$ cat config.mk
export PLATFORM = sky130hd
export DESIGN_NAME = chdr_conv_chain_sel
export DESIGN_NICKNAME = d
export VERILOG_FILES = /design/src/rtl/chdr_conv_chain_sel_pkg.sv /design/src/rtl/chdr_conv_order_fifo.sv /design/src/rtl/chdr_conv_chain_sel.sv
export SDC_FILE = /design/constraint.sdc
export NUM_CORES = 1
export LEC_CHECK = 0
export BUFFER_PORTS_ARGS = -buffer_cell sky130_fd_sc_hd__buf_2
export CAP_MARGIN = 20
export CORE_AREA = 2 2 236 238
export DETAILED_ROUTE_END_ITERATION = 16
export DIE_AREA = 0 0 238 240
export PLACE_DENSITY = 0.35
export SYNTH_ARGS = -nofsm -noshare
export SYNTH_HDL_FRONTEND = slang
export SYNTH_SLANG_ARGS = --single-unit
$ cat constraint.sdc
create_clock -name clk -period 6.9 [get_ports clk]
set_clock_uncertainty 0.15 [all_clocks]
set_input_delay 0 -clock clk [delete_from_list [all_inputs] [get_ports clk]]
set_output_delay 0 -clock clk [all_outputs]
set_load 0.01 [all_outputs]
$ cat src/rtl/chdr_conv_chain_sel_pkg.sv
// rtl/chdr_conv_chain_sel_pkg.sv - shared chdr register offsets, path-ID sizing and FSM state types
package chdr_conv_chain_sel_pkg;

  localparam int SR_PATH_SEL  = 0;
  localparam int SR_CNT_CLEAR = 1;

  // Path-ID width is clog2(NUM_PATHS), but never narrower than one bit.
  function automatic int path_id_w(input int num_paths);
    return (num_paths <= 2) ? 1 : $clog2(num_paths);
  endfunction

  typedef enum logic {ING_IDLE, ING_PKT} ing_state_t;
  typedef enum logic {EGR_WAIT, EGR_PKT} egr_state_t;

endpackage

$ cat src/rtl/chdr_conv_order_fifo.sv
// rtl/chdr_conv_order_fifo.sv - synchronous FIFO of path IDs recording ingress packet order
module chdr_conv_order_fifo #(
  parameter int DEPTH = 8,
  parameter int W     = 2
) (
  input  logic         clk,
  input  logic         reset,
  input  logic         push,
  input  logic [W-1:0] wr_data,
  input  logic         pop,
  output logic [W-1:0] rd_data,
  output logic         full,
  output logic         empty
);

  localparam int AW = $clog2(DEPTH);

  logic [W-1:0]  mem [DEPTH];
  logic [AW-1:0] wptr;
  logic [AW-1:0] rptr;
  logic [AW:0]   count;
  logic          wr_en;
  logic          rd_en;

  assign full    = (count == (AW+1)'(DEPTH));
  assign empty   = (count == '0);
  // A pop frees the slot a same-cycle push needs, and a push supplies the
  // entry a same-cycle pop consumes, so both succeed at full and at empty.
  assign wr_en   = push && (!full || pop);
  assign rd_en   = pop && (!empty || push);
  assign rd_data = mem[rptr];

  // Pointer and occupancy bookkeeping.
  always_ff @(posedge clk) begin
    if (reset) begin
      wptr  <= '0;
      rptr  <= '0;
      count <= '0;
    end else begin
      if (wr_en) wptr <= wptr + 1'b1;
      if (rd_en) rptr <= rptr + 1'b1;
      if (wr_en && !rd_en)      count <= count + 1'b1;
      else if (rd_en && !wr_en) count <= count - 1'b1;
    end
  end

  // Storage write; contents need no reset because occupancy guards reads.
  always_ff @(posedge clk) begin
    if (wr_en) mem[wptr] <= wr_data;
  end

endmodule

$ cat src/rtl/chdr_conv_chain_sel.sv
// rtl/chdr_conv_chain_sel.sv - routes packets through one of several converter paths, preserving packet order
module chdr_conv_chain_sel
  import chdr_conv_chain_sel_pkg::*;
#(
  parameter int BASE        = 0,
  parameter int NUM_PATHS   = 4,
  parameter int WIDTH       = 64,
  parameter int ORDER_DEPTH = 8
) (
  input  logic                           clk,
  input  logic                           reset,
  input  logic                           set_stb,
  input  logic [7:0]                     set_addr,
  input  logic [31:0]                    set_data,
  input  logic [WIDTH-1:0]               i_tdata,
  input  logic                           i_tlast,
  input  logic                           i_tvalid,
  output logic                           i_tready,
  output logic [WIDTH-1:0]               o_tdata,
  output logic                           o_tlast,
  output logic                           o_tvalid,
  input  logic                           o_tready,
  output logic [(NUM_PATHS-1)*WIDTH-1:0] cv_o_tdata,
  output logic [NUM_PATHS-2:0]           cv_o_tlast,
  output logic [NUM_PATHS-2:0]           cv_o_tvalid,
  input  logic [NUM_PATHS-2:0]           cv_o_tready,
  input  logic [(NUM_PATHS-1)*WIDTH-1:0] cv_i_tdata,
  input  logic [NUM_PATHS-2:0]           cv_i_tlast,
  input  logic [NUM_PATHS-2:0]           cv_i_tvalid,
  output logic [NUM_PATHS-2:0]           cv_i_tready,
  output logic [31:0]                    debug
);

  localparam int PW = path_id_w(NUM_PATHS);
  localparam int NL = NUM_PATHS - 1;

  logic [2:0]    path_sel;
  logic          err_flag;
  logic [15:0]   ing_cnt;
  logic [15:0]   egr_cnt;
  logic          wr_sel;
  logic          wr_clr;
  logic          bad_sel_wr;
  logic [PW-1:0] sel_eff;
  logic [PW-1:0] ing_lat;
  logic [PW-1:0] ing_path;
  logic [PW-1:0] head;
  ing_state_t    ing_state;
  ing_state_t    ing_next;
  egr_state_t    egr_state;
  egr_state_t    egr_next;
  logic          fifo_full;
  logic          fifo_empty;
  logic          push;
  logic          pop;
  logic          ing_room;
  logic          bypass;
  logic          egr_on;
  logic          p0_go;
  logic          path_rdy;
  logic          ing_fire;
  logic          egr_fire;
  logic          unused_set_data;

  assign unused_set_data = ^set_data[31:3];

  assign wr_sel     = set_stb && (set_addr == 8'(BASE + SR_PATH_SEL));
  assign wr_clr     = set_stb && (set_addr == 8'(BASE + SR_CNT_CLEAR));
  assign bad_sel_wr = wr_sel && (int'(set_data[2:0]) >= NUM_PATHS);

  // Out-of-range selections fall back to the internal pass-through path.
  assign sel_eff  = (int'(path_sel) < NUM_PATHS) ? PW'(path_sel) : '0;
  assign ing_path = (ing_state == ING_PKT) ? ing_lat : sel_eff;
  // Only a packet start needs a free order slot.
  assign ing_room = (ing_state == ING_PKT) || !fifo_full;
  // A path-0 packet start can only flow when nothing older is outstanding;
  // its ID is pushed and, for a one-beat packet, popped in the same cycle.
  assign bypass   = (egr_state == EGR_WAIT) && fifo_empty &&
                    (ing_state == ING_IDLE) && (sel_eff == '0);
  assign egr_on   = (egr_state == EGR_PKT) || bypass;

  assign ing_fire = i_tvalid && i_tready;
  assign egr_fire = o_tvalid && o_tready;
  assign push     = ing_fire && (ing_state == ING_IDLE);
  assign pop      = egr_fire && o_tlast;
  assign debug    = {ing_cnt, egr_cnt};

  chdr_conv_order_fifo #(
    .DEPTH (ORDER_DEPTH),
    .W     (PW)
  ) u_order_fifo (
    .clk     (clk),
    .reset   (reset),
    .push    (push),
    .wr_data (sel_eff),
    .pop     (pop),
    .rd_data (head),
    .full    (fifo_full),
    .empty   (fifo_empty)
  );

  // Settings registers: path select and sticky bad-select flag.
  always_ff @(posedge clk) begin
    if (reset) begin
      path_sel <= '0;
      err_flag <= 1'b0;
    end else begin
      if (wr_sel) path_sel <= set_data[2:0];
      err_flag <= (err_flag || bad_sel_wr) && !wr_clr;
    end
  end

  // Packet counters; a clear write takes priority over a same-cycle increment.
  always_ff @(posedge clk) begin
    if (reset || wr_clr) begin
      ing_cnt <= '0;
      egr_cnt <= '0;
    end else begin
      if (ing_fire && i_tlast) ing_cnt <= ing_cnt + 16'd1;
      if (pop)                 egr_cnt <= egr_cnt + 16'd1;
    end
  end

  // FSM state registers and the path latched at each packet start.
  always_ff @(posedge clk) begin
    if (reset) begin
      ing_state <= ING_IDLE;
      egr_state <= EGR_WAIT;
      ing_lat   <= '0;
    end else begin
      ing_state <= ing_next;
      egr_state <= egr_next;
      if (push) ing_lat <= sel_eff;
    end
  end

  // Next-state logic for the ingress and egress FSMs.
  always_comb begin
    ing_next = ing_state;
    egr_next = egr_state;
    case (ing_state)
      ING_IDLE: if (push && !i_tlast)    ing_next = ING_PKT;
      ING_PKT:  if (ing_fire && i_tlast) ing_next = ING_IDLE;
      default:                           ing_next = ING_IDLE;
    endcase
    case (egr_state)
      EGR_WAIT: begin
        if (egr_fire)         egr_next = o_tlast ? EGR_WAIT : EGR_PKT;
        else if (!fifo_empty) egr_next = EGR_PKT;
      end
      EGR_PKT:  if (pop) egr_next = EGR_WAIT;
      default:           egr_next = EGR_WAIT;
    endcase
  end

  // Zero-latency stream steering on both sides of the converters.
  always_comb begin
    cv_o_tdata  = {NL{i_tdata}};
    cv_o_tlast  = {NL{i_tlast}};
    cv_o_tvalid = '0;
    cv_i_tready = '0;
    o_tdata     = i_tdata;
    o_tlast     = i_tlast;
    o_tvalid    = 1'b0;
    path_rdy    = 1'b0;
    p0_go       = !reset && egr_on && ((egr_state == EGR_WAIT) || (head == '0));
    if (p0_go) o_tvalid = i_tvalid && (ing_path == '0);
    if (ing_path == '0) path_rdy = p0_go && o_tready;
    for (int k = 1; k < NUM_PATHS; k++) begin
      if (!reset && ing_room && (ing_path == PW'(k))) begin
        cv_o_tvalid[k-1] = i_tvalid;
        path_rdy         = cv_o_tready[k-1];
      end
      if (!reset && (egr_state == EGR_PKT) && (head == PW'(k))) begin
        o_tdata          = cv_i_tdata[(k-1)*WIDTH +: WIDTH];
        o_tlast          = cv_i_tlast[k-1];
        o_tvalid         = cv_i_tvalid[k-1];
        cv_i_tready[k-1] = o_tready;
      end
    end
    i_tready = !reset && ing_room && path_rdy;
  end

endmodule

Word level (Yosys, flattened, before mapping):

Memories as Yosys holds them, arrays and structs flattened. A register that Yosys moved wholly into a read port is not among the register bits.
Cells that the tools add are included.

* flip-flop bits (word level): 49
* RAM bits: 16
* input bits: 311
* output and inout bits: 300
* word-level logic and storage cells: 109
* memories kept: 1

* add/sub/neg operators: 6
* order comparisons: 1
* eq/ne operators: 8
* mux-type cells: 36
* bitwise logic cells: 2
* reductions and logical operators: 46

Memories
* u_order_fifo.mem: words 8, width 2, rd ports 1, clocked after Yosys merged registers in 1, write ports 1, RTL line chdr_conv_order_fifo.sv:18 `logic [W-1:0] mem [DEPTH];`

Operator list (count)
* two-way mux 64 bit: 3
* adder 16 x 1 -> 16 bit, second input constant: 2
* logical AND 1 bit: 28
* two-way mux 1 bit: 25
* == test 2 bit, second input constant: 4
* == test 8 x 1 -> 1 bit, second input constant: 1
* zero test 8 bit: 1
* two-way mux 4 bit: 2
* adder 3 x 1 -> 3 bit, second input constant: 2
* zero test 1 bit: 6
* zero test 2 bit: 3
* logical OR 1 bit: 6
* two-way mux 3 bit: 2
* adder 4 x 1 -> 4 bit, second input constant: 1
* == test 2 x 1 -> 1 bit, second input constant: 2
* == test 4 bit, second input constant: 1
* zero test 4 bit: 1
* two-way mux 2 bit: 2
* one-hot mux 1 bit (2 select lines): 2
* subtractor 4 x 1 -> 4 bit, second input constant: 1
* < comparator 3 bit, second input constant: 1
* NOT 1 bit: 2
* nonzero test 2 bit: 1

Logic depth before layout (Yosys ltp):

Gate-level depths: netlist of the first run.

* depth in word-level cells: 20
* depth in mapped cells: 18
* gate-level depth less buffers: 15

Hierarchy:

Synthesis of the first run repeated with hierarchy kept, for this count alone.

* cells, all modules: 961
* area total of the unflattened synthesis: 7136.8 sq um

By module, submodules not included
* chdr_conv_chain_sel: times used 1, cells each 868, area an instance 5854.4 sq um, seq. area each 780.7 sq um
* chdr_conv_order_fifo: times used 1, cells each 93, area an instance 1282.5 sq um, seq. area each 740.7 sq um

Worst setup path before layout of the first run:

Ideal clock, no wire load.

* kind: reg-to-reg
* start: register (tool-made name)
* end: register u_order_fifo.count[3]
* setup time: 70 ps
* arrival: 3569 ps
* required time: 6680 ps
* setup slack: 3111 ps
* cell stages (with the launch flop): 19
* path buffers: 3
* period minus slack after synthesis: 3789 ps
* cell sequence: dfxtp_1 -> buf_6 -> mux2_1 -> mux4_2 -> buf_6 -> a21boi_2 -> a311oi_1 -> or2_1 -> buf_4 -> inv_4 -> o211ai_4 -> ha_1 -> inv_1 -> ha_1 -> a21o_1 -> a21oi_1 -> xnor2_1 -> or3_1 -> a21oi_1

RTL lines
* end signal, assigned: RTL line chdr_conv_order_fifo.sv:42 `if (wr_en && !rd_en) count <= count + 1'b1;`
* end signal, assigned: RTL line chdr_conv_order_fifo.sv:43 `else if (rd_en && !wr_en) count <= count - 1'b1;`
* end, declared: RTL line chdr_conv_order_fifo.sv:21 `logic [AW:0] count;`

==> impl_metrics.yaml, run 1 <==
outcome:
  status: "finished, final reports clean"
logic_synthesis:
  synth_top_cell_by_area: "buf_4"
  synth_top_area_share_pct: 20.6
  ys_seq_elements: 68
  postSynthAreaPerCell_sq_um: 7.58
  synth-seq-area-share_pct: 21.3
  yosys.cell_types.count: 71
  syn_inst: 941
  yosysWarnings: 0
  ys_top_cells_by_count: "196 x buf_4, 157 x nand2_1, 71 x nor2b_1, 68 x a211oi_1, 64 x a31oi_1"
  syn_area_sq_mm: 0.00714
  synth_nets: 1260
  synth_area_leaders: "buf_4 21%, dfxtp_1 15%, nand2_1 8.3%, a211oi_1 7.2%, edfxtp_1 6.7%"
  synth_edf_count: 16
  synthMostInstantiatedCell: "buf_4"
  ys.flop_type: "dfxtp_1"
  postSynth.asyncResetShare_pct: 0
global_routing:
  grt_max_degree: 54
  antenna_found_initial: 9
  overflow: 0
  first_global_vias: 7695
  grt_pass1_wl_um: 55300
  grt_usage_pct: 13.4
pwr:
  irDropWorstVdd_v: 0.000103
  power_switching_share_pct: 39.7
  power.leakage_nw: 4.47
  internal_power_w: 0.000939
  power_density_mw_per_mm2: 160
  power_frac_seq_pct: 27.4
  clkPwrFrac_pct: 31.2
  combPwrFrac_pct: 41.4
  netSwitchingPower_w: 0.000619
setup_path:
  end_kind: "register"
  cpPeakStageDelay_ns: 0.91
  r2r_slack_ns: 1.69
  reg2regPathDepth: 14
  cp_slowest_cell: "mux4_4"
  worstSetupPathType: "reg -> reg"
  crit_path_max_fanout: 36
  crit_arrival_ns: 5.33
  cp_cell_sequence: "mux2_1, mux4_4, a311oi_1, or2_1, inv_4, o211ai_4, ha_1, inv_1, ha_1, a21o_1, a21oi_1, xnor2_1, or3_1, a21oi_1"
  required_ns: 7.02
  r2r_end: "u_order_fifo.count[3]"
  cp-start-kind: "register"
drt:
  wl_met1_um: 16700
  vias: 8224
  highest_layer: "met5"
  viasPerCell: 4.09
  firstDrtPassIters: 4
  avgRoutedWirePerCell_um: 20.6
  drt-initial-drc-count: 364
  met2_length_um: 19600
  route.met3.wl_um: 3040
  drc: 0
  route.antenna.remaining_nets: 0
  routed_wl_um: 41500
placed_design:
  dpl.cell_count: 1981
  numPortBuffers: 581
  dpl.hpwl_um: 35000
  place_congestion: 0.829
die:
  ioPinCount: 611
  core-area_sq_mm: 0.0547
  initial_core_util_pct: 13.1
  die_area_sq_mm: 0.0571
  die_w_um: 238
  num_rows: 86
  die_y_um: 240
finish:
  fin_cells: 2011
  syn2layout_area_growth_pct: 36.2
  fin_util_pct: 17.8
  drive_gt1_share_pct: 48.6
  layout.nets: 1618
clock_tree:
  cts_resized: 0
  clock_latency_ns: 0.34
  cts-buffers-inserted: 9
  root_buffer: "clkbuf_16"
  clock_sinks: 68
  clk_path_buf_depth: 2
  htree_levels: 3
  cts.clk_slew.worst_paths_ns: 0.06
  cts_tree: "done"
  post_cts_buffers: 0
timing:
  rsz0062_at_grt: "no"
  hold_violations: 0
  maxSlewHeadroom_pct: 31.1
  finalCritPeriodShare_pct: 75.4
  clock.fmax_ghz: 0.192
  finalSetupViolations: 0
  worst_pin_slew_ns: 1.03
  slew_viol_final: 0
  final.min_clock_period_ns: 5.21
  finalSetupTns_ns: 0
worst_hold_path:
  hp-start: "i_tdata[10]"
  hold_class: "in -> out"
  hold_depth: 2
  min_to: "cv_o_tdata[138]"
job:
  max-cap-violations: 0
==> flip-flops by register name, indices dropped and copies added, names as in the netlist, named ones only <==
name,flops
egr_cnt,16
u_order_fifo.wptr,3
ing_cnt,16
ing_lat,2
u_order_fifo.count,4
u_order_fifo.mem,16
path_sel,3
egr_state,1
u_order_fifo.rptr,3
==> layout by cell type (no fill, tap or decap), types with 9 or more instances in the layout <==
| master | count |
|---|---|
| buf_2 | 581 |
| nand2b_1 | 17 |
| nand2_1 | 157 |
| clkbuf_16 | 9 |
| dfxtp_1 | 52 |
| buf_4 | 11 |
| edfxtp_1 | 16 |
| a31oi_1 | 64 |
| nand4_1 | 11 |
| and3_1 | 11 |
| nand3_1 | 12 |
| nor2_1 | 22 |
| nor2b_1 | 71 |
| a21oi_1 | 19 |
| a211oi_1 | 68 |
| mux2i_1 | 19 |
| dlygate4sd3_1 | 11 |
| o41ai_1 | 10 |
==> stage by stage <==
stage	cell area, sq um	setup slack, ns	hold slack (ns)	total power (W)
final	9720	1.69	0.0660	0.00156
after global routing	9710	1.43	0.0743	0.00165
after CTS	9710	1.65	0.0683	0.00159
after detailed placement	9290	1.66	0.0680	0.00109
after global placement	9290	1.65	0.0689	0.00109
after floorplan	7140	3.11	-0.0582	0.000815
==> kinds of logic (layout without fill, tap and decap cells) <==
logic type / Yosys count / count (layout) / synth area share [%]
xor gates and xnor gates: 7 / 7 / 0.859
and+or+nand+nor: 354 / 354 / 25.6
AOI/OAI and AO/OA: 216 / 216 / 22.0
other: 0 / 3 / 0
muxes: 26 / 26 / 4.08
adders and majority gates: 8 / 8 / 1.51
DFF: 68 / 68 / 21.3
buffers and inverters: 262 / 625 / 24.6
==> critical path, delay by kind of cell (launching register included) <==
family | cells | cell delay (ns)
buffers and inverters | 2 | 0.24
multiplexers | 2 | 1.30
adder cells (fa/ha/maj) | 2 | 0.50
XOR/XNOR | 1 | 0.09
AO/OA/AOI/OAI | 5 | 1.00
AND/OR/NAND/NOR | 2 | 1.12
flip-flops | 1 | 0.71
==> final cells by class <==
| cell class | count | area [sq um] |
|---|---|---|
| Timing Repair Buffer | 604 | 3100 |
| Multi-Input combinational cell | 611 | 3880 |
| Tap cell | 704 | 881 |
| Inverter | 5 | 21.3 |
| Fill cell | 6352 | 44900 |
| Clock inverter | 7 | 81.3 |
| Sequential cell | 68 | 1520 |
| Clock buffer | 9 | 225 |
| Antenna cell | 3 | 7.51 |
==> worst max-delay path by stage <==
stage,slack (ns),end,cells after the start,from
2_1_floorplan,3.11,u_order_fifo.count[3],18,register
3_3_place_gp,1.65,u_order_fifo.count[3],14,register
3_5_place_dp,1.66,u_order_fifo.count[3],14,register
4_1_cts,1.65,u_order_fifo.count[3],14,register
5_1_grt,1.43,u_order_fifo.count[3],14,register
6_report,1.69,u_order_fifo.count[3],14,register
==> what timing repair did <==
item	CTS	global route
hold buffers	11	0
hold endpoints to repair	13	0
endpoints found under the setup margin	0	0
==> power by group through the flow <==
stage / combinational, W / clock, W / sequential, W
after global routing: 0.000703 / 0.000515 / 0.000428
after detailed placement: 0.000656 / 0 / 0.000435
after floorplan: 0.000385 / 0 / 0.000430
after CTS: 0.000662 / 0.000501 / 0.000426
after global placement: 0.000655 / 0 / 0.000435
final: 0.000645 / 0.000487 / 0.000426
==> per-layer routing <==
metal | vias to the layer above | track usage (%)
li1 | 3892 | -
met4 | 8 | 6.69
met2 | 341 | 22.8
met3 | 56 | 3.33
met5 | - | 0
met1 | 3927 | 15.6
Power figures use the tool's default switching activity.
==> run 2, diff against run 1 <==
--- a/config.mk
+++ b/config.mk
@@ -7,9 +7,9 @@
 export LEC_CHECK = 0
 export BUFFER_PORTS_ARGS = -buffer_cell sky130_fd_sc_hd__buf_2
 export CAP_MARGIN = 20
-export CORE_AREA = 2 2 236 238
+export CORE_AREA = 2 2 238 240
 export DETAILED_ROUTE_END_ITERATION = 16
-export DIE_AREA = 0 0 238 240
+export DIE_AREA = 0 0 240 242
 export PLACE_DENSITY = 0.35
 export SYNTH_ARGS = -nofsm -noshare
 export SYNTH_HDL_FRONTEND = slang
==> constraint.sdc (replaced) <==
create_clock -name clk -period 5 [get_ports clk]
set_clock_uncertainty 0.15 [all_clocks]
set_input_delay 0 -clock clk [delete_from_list [all_inputs] [get_ports clk]]
set_output_delay 0 -clock clk [all_outputs]
set_load 0.01 [all_outputs]
==> impl_metrics.yaml, run 2 (same netlist as run 1, synthesis figures left out) <==
pwr:
  power_w: 0.00214
  irDropWorstVdd_v: 0.000143
  power_density_mw_per_mm2: 217
  power.leakage_nw: 4.51
finish:
  fin_util_pct: 17.7
  layout.nets: 1625
  syn2layout_area_growth_pct: 38.1
  final_area_sq_mm: 0.00986
  fillers: 6482
  fin_cells: 2071
  mostFrequentLayoutCell: "buf_2"
  top_regs: "egr_cnt (16), ing_cnt (16), u_order_fifo.mem (16)"
  drive_gt1_share_pct: 49.0
  mostFrequentLayoutCells: "581 x buf_2, 157 x nand2_1, 71 x nor2b_1"
drt:
  route.antenna.remaining_nets: 0
  routed_wl_um: 40600
  drc: 0
  viasPerCell: 3.92
  vias: 8124
  firstDrtPassIters: 6
  drt-initial-drc-count: 357
  avgRoutedWirePerCell_um: 19.6
placed_design:
  dpl.hpwl_um: 34000
  numPortBuffers: 581
  postPlaceCellArea_sq_mm: 0.00942
  place_congestion: 0.829
  dpl.cell_count: 2039
die:
  initial_core_util_pct: 12.8
  die_area_sq_mm: 0.0581
  die_w_um: 240
  num_rows: 87
  ioPinCount: 611
  die_y_um: 242
  core-area_sq_mm: 0.0557
global_routing:
  grt_pass1_wl_um: 54300
  antenna_found_initial: 6
  grt_max_degree: 69
  grt_usage_pct: 12.8
  first_global_vias: 7590
  overflow: 0
job:
  max-cap-violations: 0
worst_hold_path:
  hp-start: "o_tready"
  hold_class: "in -> reg"
setup_path:
  end_kind: "output port"
  cp-start-kind: "register"
  crit_arrival_ns: 4.15
  required_ns: 4.85
  crit_path_max_fanout: 66
  worstSetupPathType: "reg -> out"
timing:
  finalSetupViolations: 0
  finalSetupTns_ns: 0
  maxSlewHeadroom_pct: 33.2
  worst_pin_slew_ns: 0.977
  final.min_clock_period_ns: 4.30
  finalCritPeriodShare_pct: 86.1
  slew_viol_final: 0
  clock.fmax_ghz: 0.232
  rsz0062_at_grt: "no"
  hold_violations: 0
clock_tree:
  root_buffer: "clkbuf_16"
  clock_sinks: 68
  cts.clk_slew.worst_paths_ns: 0.06
  clock_latency_ns: 0.34
  post_cts_buffers: 0
  clk_path_buf_depth: 2
  cts_tree: "done"
  cts-buffers-inserted: 9
  htree_levels: 3
outcome:
  status: "finished, final reports clean"
run 2: changes by cell type in the layout (fill, tap and decap cells not counted), sizes merged:
cell      previous run  this run
diode                3         4
clkinvlp             1         3
buf                593       600
inv                  8         6
run 2: report_power, final:
part	switching (W)	internal, W
combinational	0.000554	0.000343
sequential	0.0000151	0.000571
clock	0.000267	0.000388
total	0.000836	0.00130
run 2: critical path: stages, from the launching register on:
cell and delay (ns):
dfxtp_1 0.58, mux2_2 0.38, mux4_4 0.69, buf_4 0.43, and3_4 0.45, buf_12 0.27
nor2b_1 0.23, a211oi_1 0.08, a31oi_1 0.36, buf_2 0.29
run 2: layout make-up:
| class | count | area [sq um] | area share [%] |
|---|---|---|---|
| multi-input cells | 611 | 3880 | 39.3 |
| inverters | 5 | 21.3 | 0.216 |
| diodes | 4 | 10.0 | 0.102 |
| well taps | 756 | 946 | 9.60 |
| flip-flops and latches | 68 | 1520 | 15.4 |
| repair buffers | 611 | 3180 | 32.3 |
| clock buffers | 9 | 225 | 2.28 |
| clock inverters | 7 | 76.3 | 0.774 |
run 2: per-stage QoR:
stage / hold WS, ns / setup WS [ns]
floorplan: -0.0582 / 1.21
global placement: 0.0681 / 0.782
detailed placement: 0.0711 / 0.799
CTS: 0.0736 / 0.533
global route: 0.0727 / 0.312
finish: 0.0278 / 0.697
run 2: path summary, 6_finish.rpt:
check | end | slack, ns | cells past startpoint
hold / removal | egr_state | 0.03 | 3
setup / recovery | o_tdata[7] | 0.70 | 9
hold reg to reg | u_order_fifo.rptr[2] | 0.32 | 1
setup reg to reg | u_order_fifo.count[3] | 0.80 | 15
run 2: per-layer routing:
metal,global-route usage [%],routed length [um],up-vias,share of wire (%)
met5,0,13,-,0.032
met3,2.93,3060,32,7.5
li1,-,-,3905,-
met4,4.07,1170,2,2.9
met2,22.6,19800,327,49
met1,15.3,16600,3858,41
run 2: what timing repair did:
item,CTS,global route
endpoints found under the hold margin,13,0
endpoints found under the setup margin,0,0
gates resized for setup,0,0
hold buffers,11,0
==> run 3, diff against run 2 <==
--- a/config.mk
+++ b/config.mk
@@ -5,12 +5,14 @@
 export SDC_FILE = /design/constraint.sdc
 export NUM_CORES = 1
 export LEC_CHECK = 0
+export ABC_AREA = 1
 export BUFFER_PORTS_ARGS = -buffer_cell sky130_fd_sc_hd__buf_2
 export CAP_MARGIN = 20
-export CORE_AREA = 2 2 238 240
+export CORE_AREA = 2 2 239 241
 export DETAILED_ROUTE_END_ITERATION = 16
-export DIE_AREA = 0 0 240 242
+export DIE_AREA = 0 0 241 243
 export PLACE_DENSITY = 0.35
 export SYNTH_ARGS = -nofsm -noshare
 export SYNTH_HDL_FRONTEND = slang
+export SYNTH_HIERARCHICAL = 1
 export SYNTH_SLANG_ARGS = --single-unit
==> impl_metrics.yaml, run 3 <==
outcome:
  status: "finished, final reports clean"
pwr:
  power_frac_seq_pct: 26.7
  power.leakage_nw: 4.72
  netSwitchingPower_w: 0.000901
  power_switching_share_pct: 40.4
  internal_power_w: 0.00133
  power_density_mw_per_mm2: 225
  clkPwrFrac_pct: 30.4
  combPwrFrac_pct: 42.9
  irDropWorstVdd_v: 0.000130
job:
  max-cap-violations: 0
timing:
  clock.fmax_ghz: 0.245
  finalSetupTns_ns: 0
  finalSetupViolations: 0
  finalCritPeriodShare_pct: 81.6
  rsz0062_at_grt: "no"
  final.min_clock_period_ns: 4.08
  fin_ws_ns: 0.921
  hold_violations: 0
  worst_pin_slew_ns: 0.931
  maxSlewHeadroom_pct: 37.9
  slew_viol_final: 0
clock_tree:
  clock_sinks: 68
  root_buffer: "clkbuf_16"
  htree_levels: 3
  clock_latency_ns: 0.35
  post_cts_buffers: 0
  cts-buffers-inserted: 9
  cts_tree: "done"
  clk_path_buf_depth: 2
  cts.clk_slew.worst_paths_ns: 0.06
setup_path:
  cpPeakStageDelay_ns: 0.45
  r2r_end: "u_order_fifo/count[3]"
  reg2regPathDepth: 27
  critical_path_buf_inv_count: 8
  cp_slowest_cell: "dfxtp_1"
  worstSetupPathType: "reg -> reg"
  critPathTopFamily: "simple AND/OR/NAND/NOR gates"
  crit_arrival_ns: 4.17
  crit_path_max_fanout: 19
  r2r_slack_ns: 0.92
  cp-start-kind: "register"
  cp_common_cell: "nand2_1"
  end_kind: "register"
  required_ns: 5.09
die:
  die_area_sq_mm: 0.0586
  core-area_sq_mm: 0.0560
  ioPinCount: 611
  die_y_um: 243
  num_rows: 87
  die_w_um: 241
  initial_core_util_pct: 12.9
logic_synthesis:
  synth_nets: 1418
  synth-seq-area-share_pct: 21.0
  ys_seq_elements: 68
  yosys.cell_types.count: 42
  synth_top_area_share_pct: 20.4
  syn_inst: 1099
  ys_top_cells_by_count: "197 x buf_4, 147 x nor2_1, 136 x nand2_1, 125 x a21oi_1, 74 x inv_1"
  synthMostInstantiatedCell: "buf_4"
  synth_top_cell_by_area: "buf_4"
  ys.flop_type: "dfxtp_1"
  postSynth.asyncResetShare_pct: 0
  synth_edf_count: 16
  yosysWarnings: 6
  synth_area_leaders: "buf_4 20%, dfxtp_1 14%, a21oi_1 8.6%, nor2_1 7.6%, nand2_1 7.0%"
  syn_area_sq_mm: 0.00724
  postSynthAreaPerCell_sq_um: 6.59
finish:
  mostFrequentLayoutCell: "buf_2"
  layout.nets: 1782
  top_regs: "egr_cnt (16), ing_cnt (16), u_order_fifo/mem (16)"
  fin_util_pct: 17.7
  drive_gt1_share_pct: 48.6
  syn2layout_area_growth_pct: 36.6
  mostFrequentLayoutCells: "581 x buf_2, 147 x nor2_1, 136 x nand2_1"
global_routing:
  grt_pass1_wl_um: 62100
  grt_usage_pct: 15.2
  use_met3_pct: 11.3
  overflow: 0
  grt_busiest_layer: "met2"
  grt_max_degree: 73
  grtUsageMet2_pct: 22.5
  first_global_vias: 8149
  use_met1_pct: 17.1
  antenna_found_initial: 13
drt:
  routed_wl_um: 47200
  viasPerCell: 3.82
  drc: 0
  firstDrtPassIters: 4
  route.antenna.remaining_nets: 0
  vias: 8503
  drt-initial-drc-count: 428
  avgRoutedWirePerCell_um: 21.2
worst_hold_path:
  hp-start: "i_tlast"
  min_to: "ing_cnt[0]"
  hold_class: "in -> reg"
  hold_depth: 4
placed_design:
  numPortBuffers: 581
  place_congestion: 0.865
  pre_cts_ws_ns: 0.883
  dpl.hpwl_um: 40600
[run 3: cell count changes after synthesis, moves of 28 or more]
cell and delta:
a211oi_1 -68, a21oi_1 +105, a31oi_1 -63, inv_1 +70, nor2_1 +125, nor2b_1 -71, o211ai_1 +56, o21ai_0 +28
or2_2 +55
[run 3: cell families after synthesis]
family                   count (synthesis)  synth area share, %
adder cells (fa/ha/maj)                  8                 1.49
XOR/XNOR                                16                 1.93
AO/OA/AOI/OAI                          240                 19.5
flip-flops                              68                 21.0
AND/OR/NAND/NOR                        438                 28.4
buffers and inverters                  329                 27.7
[run 3: final cells by class]
class,count,area [sq um]
clock buffer,13,272
clock inverter,3,42.5
fill,6572,46100
tap,756,946
timing repair buffer,600,3080
antenna,4,10.0
multi-input combinational,702,3720
sequential,68,1520
inverter,82,310
[run 3: metrics by stage]
step | cell area, sq um | power [W] | cells | hold WS (ns)
final | 9900 | 0.00223 | 2228 | 0.0254
after global routing | 9890 | 0.00238 | 2226 | 0.0637
after CTS | 9890 | 0.00227 | 2224 | 0.0235
after detailed placement | 9470 | 0.00158 | 2198 | 0.0777
after global placement | 9470 | 0.00158 | 2198 | 0.0763
after floorplan | 7240 | 0.00111 | 1099 | -0.0809
[run 3: power by group through the flow]
| stage | Sequential (W) | Clock [W] | Combinational [W] |
|---|---|---|---|
| after floorplan | 0.000602 | 0 | 0.000511 |
| after global placement | 0.000606 | 0 | 0.000972 |
| after detailed placement | 0.000606 | 0 | 0.000969 |
| after CTS | 0.000594 | 0.000696 | 0.000978 |
| after global routing | 0.000596 | 0.000722 | 0.00106 |
| final | 0.000594 | 0.000677 | 0.000957 |
[run 3: how the worst max path moves through the flow]
stage | from | to | slack, ns | depth (start not counted)
global route | register | u_order_fifo/count[2] | 0.44 | 24
global placement | register | u_order_fifo/count[3] | 0.84 | 27
floorplan | register | u_order_fifo/count[3] | 1.49 | 27
CTS | register | u_order_fifo/count[3] | 0.87 | 27
detailed placement | register | u_order_fifo/count[3] | 0.88 | 27
finish | register | u_order_fifo/count[3] | 0.92 | 27
[run 3: per-layer routing]
layer / share of wire, % / up-vias
met2: 41 / 400
met1: 39 / 3912
met4: 1.7 / 8
li1: - / 4150
met3: 18 / 33
met5: 0.10 / -
[run 3: timing repair]
action	CTS	global route
hold endpoints to repair	11	0
hold buffers	10	0
gates resized for setup	0	0
[run 3: worst register-to-register path, delay by kind of cell (launching register included)]
family	cells	cell delay, ns
AOI/OAI and AO/OA	3	0.47
DFF	1	0.45
buffers and inverters	8	1.01
and+or+nand+nor	14	1.39
adders and majority gates	2	0.51
